**config.mk**
```make
export PLATFORM = sky130hd
export DESIGN_NAME = keypad_scanner_param
export DESIGN_NICKNAME = d
export VERILOG_FILES = /design/src/rtl/keypad_scanner_param.sv
export SDC_FILE = /design/constraint.sdc
export NUM_CORES = 1
export LEC_CHECK = 0
export CAP_MARGIN = 20
export CORE_UTILIZATION = 31
export DETAILED_ROUTE_END_ITERATION = 12
export GPL_ROUTABILITY_DRIVEN = 0
export MAX_ROUTING_LAYER = met4
export REMOVE_ABC_BUFFERS = 1
export SYNTH_ARGS = -nofsm -noshare
export SYNTH_HDL_FRONTEND = slang
export SYNTH_SLANG_ARGS = --single-unit
```
**constraint.sdc**
```tcl
create_clock -name clk -period 4.7 [get_ports clk]
set_input_delay 0.705 -clock clk [delete_from_list [all_inputs] [get_ports clk]]
set_output_delay 0.705 -clock clk [all_outputs]
set_load 0.05 [all_outputs]
```
**src/rtl/keypad_scanner_param.sv**
```systemverilog
// ROWS x COLS keypad scanner: row strobe, col sync, frame debounce.
// Emits press/release pulses and flags multi-key frames.
module keypad_scanner_param #(
  parameter int ROWS     = 4,
  parameter int COLS     = 4,
  parameter int SCAN_DIV = 24000,
  parameter int DEBOUNCE = 4,
  parameter int CODE_W   = $clog2(ROWS*COLS)
) (
  input  logic              clk,
  input  logic              rst,
  input  logic [COLS-1:0]   col,
  output logic [ROWS-1:0]   row,
  output logic              key_valid,
  output logic [CODE_W-1:0] key_code,
  output logic              key_press,
  output logic              key_release,
  output logic              multi_key
);

  localparam int RW = $clog2(ROWS);
  localparam int DW = $clog2(SCAN_DIV);
  localparam int CW = $clog2(COLS);
  localparam int SW = $clog2(DEBOUNCE+1);

  typedef enum logic [1:0] {
    RES_NONE   = 2'd0,
    RES_SINGLE = 2'd1,
    RES_MULTI  = 2'd2
  } res_t;

  logic [COLS-1:0]   sync1, sync2;
  logic              run;
  logic [DW-1:0]     div;
  logic [RW-1:0]     ridx, ridx_nxt;
  logic [1:0]        acc_n;
  logic [CODE_W-1:0] acc_code;
  res_t              prev_cls, cur_cls;
  logic [CODE_W-1:0] prev_code;
  logic [SW-1:0]     stable, stable_nxt;

  logic              sample, frame_end;
  logic [1:0]        hit_n, tot;
  logic [2:0]        sum;
  logic [CW-1:0]     hit_idx;
  logic [CODE_W-1:0] row_code, first_code;
  res_t              res_cls;
  logic              same, accept;

  assign sample    = run && (div == DW'(SCAN_DIV-1));
  assign frame_end = sample && (ridx == RW'(ROWS-1));

  always_comb begin
    hit_n   = 2'd0;
    hit_idx = '0;
    for (int c = 0; c < COLS; c++) begin
      if (!sync2[c]) begin
        if (hit_n == 2'd0) hit_idx = CW'(c);
        if (hit_n != 2'd2) hit_n = hit_n + 2'd1;
      end
    end
  end

  // Frame accumulator: saturating hit count plus first hit in scan order.
  always_comb begin
    sum        = {1'b0, acc_n} + {1'b0, hit_n};
    tot        = (sum >= 3'd2) ? 2'd2 : sum[1:0];
    row_code   = CODE_W'(int'(ridx)*COLS + int'(hit_idx));
    first_code = (acc_n == 2'd0) ? row_code : acc_code;
    res_cls    = res_t'(tot);
  end

  always_comb begin
    same = (res_cls == prev_cls) &&
           (res_cls != RES_SINGLE || first_code == prev_code);
    stable_nxt = SW'(1);
    if (same) begin
      stable_nxt = (stable == SW'(DEBOUNCE)) ? stable
                                             : stable + SW'(1);
    end
    accept = (stable_nxt == SW'(DEBOUNCE)) &&
             ((res_cls != cur_cls) ||
              (res_cls == RES_SINGLE && first_code != key_code));
  end

  always_comb begin
    ridx_nxt = ridx;
    if (sample) begin
      ridx_nxt = (ridx == RW'(ROWS-1)) ? '0 : ridx + RW'(1);
    end
  end

  always_ff @(posedge clk) begin
    if (rst) begin
      sync1       <= '1;
      sync2       <= '1;
      run         <= 1'b0;
      div         <= '0;
      ridx        <= '0;
      row         <= '1;
      acc_n       <= 2'd0;
      acc_code    <= '0;
      prev_cls    <= RES_NONE;
      prev_code   <= '0;
      stable      <= '0;
      cur_cls     <= RES_NONE;
      key_valid   <= 1'b0;
      key_code    <= '0;
      key_press   <= 1'b0;
      key_release <= 1'b0;
      multi_key   <= 1'b0;
    end else begin
      sync1       <= col;
      sync2       <= sync1;
      run         <= 1'b1;
      ridx        <= ridx_nxt;
      row         <= ~(ROWS'(1) << ridx_nxt);
      key_press   <= 1'b0;
      key_release <= 1'b0;
      if (run) begin
        div <= (div == DW'(SCAN_DIV-1)) ? '0 : div + DW'(1);
      end
      if (frame_end) begin
        acc_n     <= 2'd0;
        acc_code  <= '0;
        prev_cls  <= res_cls;
        prev_code <= first_code;
        stable    <= stable_nxt;
        if (accept) begin
          cur_cls     <= res_cls;
          key_valid   <= (res_cls == RES_SINGLE);
          multi_key   <= (res_cls == RES_MULTI);
          key_press   <= (res_cls == RES_SINGLE);
          key_release <= (cur_cls == RES_SINGLE) &&
                         (res_cls != RES_SINGLE);
          if (res_cls == RES_SINGLE) key_code <= first_code;
        end
      end else if (sample) begin
        acc_n    <= tot;
        acc_code <= first_code;
      end
    end
  end

endmodule

```
==> impl_metrics.toml <==
[power_and_ir_drop]
ir_worst_vdd_mv = 0.107
power_density_nw_per_um2 = 266
finalPower_mw = 0.823
p_leak_nw = 1.12

[job]
drv_cap = 0

[sta]
layout_setup_ws_ns = 0.526
fin_crit_ns = 4.17
timing.slew.headroom_pct = 45.3
period_share_pct = 88.8
max_freq_ghz = 0.240
hold_viol = 0
worst_slew_pin_slew_ns = 0.813
fin_setup_tns_ns = 0
grt_setup_unrepaired = "false"
fin_worst_skew_ns = 0.0181
finalSetupViolCount = 0
drv_slew = 0

[detailed_routing]
dr.first_iter.drc_count = 102
wl_met2_mm = 2.28
vias = 2116
postRouteAntennaNets = 0
highest_layer = "met4"
routed_wl_mm = 5.32
wl_per_cell_um = 12.4
drc_errors = 0
dr_wl_met3_um = 123
avgViaCountPerCell = 4.92
wl_met1_mm = 2.83
dr.pass1.iters = 4

[placed_design]
dp_cells = 422
place_ws_ns = 0.546
dp_hpwl_mm = 3.68
io_buffers = 17

[setup_path]
crit_arrival_ns = 4.39
crit_fanout = 7
path_class = "reg2reg"
startpoint = "sync2[0]"
cp-start-kind = "flip-flop"
worstSetupEndpointType = "flip-flop"
worstReg2RegStart = "sync2[0]"
required_ns = 4.92
r2r_slack_ns = 0.53

[floorplanning]
coreArea_sq_um = 8640
initial_core_util_pct = 31.9
ios = 18
dieArea_sq_um = 9260
rows = 34
die_x_um = 96.2
die_h_um = 96.2

[min_path]
min_path_type = "reg2reg"
hold_start = "sync1[2]"

[final_layout]
fill_cells = 873
utilization_pct = 35.9
multi_input_area_sq_um = 1550
nets = 338
regArea_sq_um = 1100
syn_to_final_growth_pct = 12.6
fin_cells = 430
insertedDiodeCount = 0
layout-drive-gt1-share_pct = 9.32

[clocking]
clk-insertion-delay-late_ns = 0.33
clk_path_buf_depth = 2
cts_resized = 0
cts_buffers = 5
cts-hold-fix-buffers = 0
cts_root_buf = "clkbuf_8"
post-cts-setup-buffers = 0
clkTransAtPathRegs_ns = 0.11
cts_tree = "built"
ctsHtreeMaxLevel = 2
clock-sinks = 55

[logic_synthesis]
ys_top_cells_by_count = "55 x dfxtp_1, 45 x nor2_1, 24 x a21oi_1"
synth_area_per_cell_sq_um = 8.93
synth.top_cell.area_share_pct = 40.0
yosys-top-cells-area = "dfxtp_1 40%, nor2_1 6.1%, ha_1 4.5%"
ys_warn_count = 0
synth-edff-count = 0
synth_most_common_cell = "dfxtp_1"
syn-cell-area_sq_um = 2750
ys_ff_latch = 55
synth_flop_cell = "dfxtp_1"
async_reset_ff_share_pct = 0
syn_inst = 308
synth_top_area_cell = "dfxtp_1"
synth_cell_types = 56
yosysSeqAreaShare_pct = 40.0

[global_routing]
track_usage_pct = 13.0
grt_start_max_net_pins = 43
gr-total-overflow = 0
antenna_found_initial = 0
grt_pass1_wl_mm = 8.96
first_global_vias = 1935

[run_status]
status = "finished, final reports clean"
-- cell type report --
cell class | count | area share, %
sequential | 55 | 35.5
timing repair buffer | 18 | 5.73
clock buffer | 5 | 2.22
multi-input combinational | 231 | 49.9
inverter | 10 | 1.21
tap | 108 | 4.36
clock inverter | 3 | 1.01
-- cells in the final DEF (no fill, tap or decap), drive strengths merged, types with 9 or more instances in the layout --
cell type	Yosys	layout
nor3	11	11
inv	10	12
o21ai	12	12
xor2	13	13
clkdlybuf4s50	0	17
a21oi	24	24
ha	10	10
nand2	18	18
nand3	9	9
dfxtp	55	55
or2	10	10
nor2	46	46
-- worst paths after layout --
check,endpoint,cells past startpoint
max,key_code[3],15
min,sync2[2],1
max reg2reg,key_code[3],15
min reg2reg,sync2[2],1
-- worst max-delay path: stages, from the launching register on --
cell	delay [ns]
dfxtp_1	0.40
inv_1	0.08
ha_1	0.37
nor3_1	0.22
a21oi_1	0.06
a21oi_1	0.16
ha_1	0.16
inv_1	0.04
fa_1	0.54
or4bb_1	0.42
a21oi_1	0.20
or2_0	0.16
a41oi_2	0.22
nand2b_4	0.21
or3_1	0.48
mux2_4	0.35
-- metal layers --
metal | up-vias | global-route usage (%)
met4 | 0 | 4.85
met2 | 21 | 19.8
li1 | 1092 | -
met3 | 8 | 2.37
met1 | 995 | 16.9
met5 | - | -
-- power breakdown --
part           switching (mW)  leakage (nW)  internal (mW)
registers             0.00519         0.446          0.472
logic                  0.0309         0.621         0.0254
clock network           0.176        0.0522          0.114
-- sequential cells by signal, indices dropped and copies added (netlist names) --
register     flops
row              4
stable           3
key_press        1
sync1            4
sync2            4
cur_cls          2
prev_code        4
key_code         4
key_release      1
acc_n            2
run              1
div             15
key_valid        1
multi_key        1
prev_cls         2
ridx             2
acc_code         4
-- metrics by stage --
| step | hold slack [ns] | area (sq um) |
|---|---|---|
| CTS | 0.420 | 3100 |
| global placement | 0.398 | 3000 |
| detailed placement | 0.393 | 3000 |
| global route | 0.433 | 3100 |
| finish | 0.419 | 3100 |
| floorplan | 0.389 | 2690 |
-- cell families (layout without fill, tap and decap cells) --
group,count (synthesis),after routing,share of synthesized area [%]
buf+inv,22,36,3.73
xor+xnor,19,19,6.05
compound gates,53,53,13.3
mux,7,7,3.27
fa+ha+maj,11,11,5.28
flops,55,55,40.0
simple gates,141,141,28.4
No activity file was read; power rests on OpenSTA's default activity.
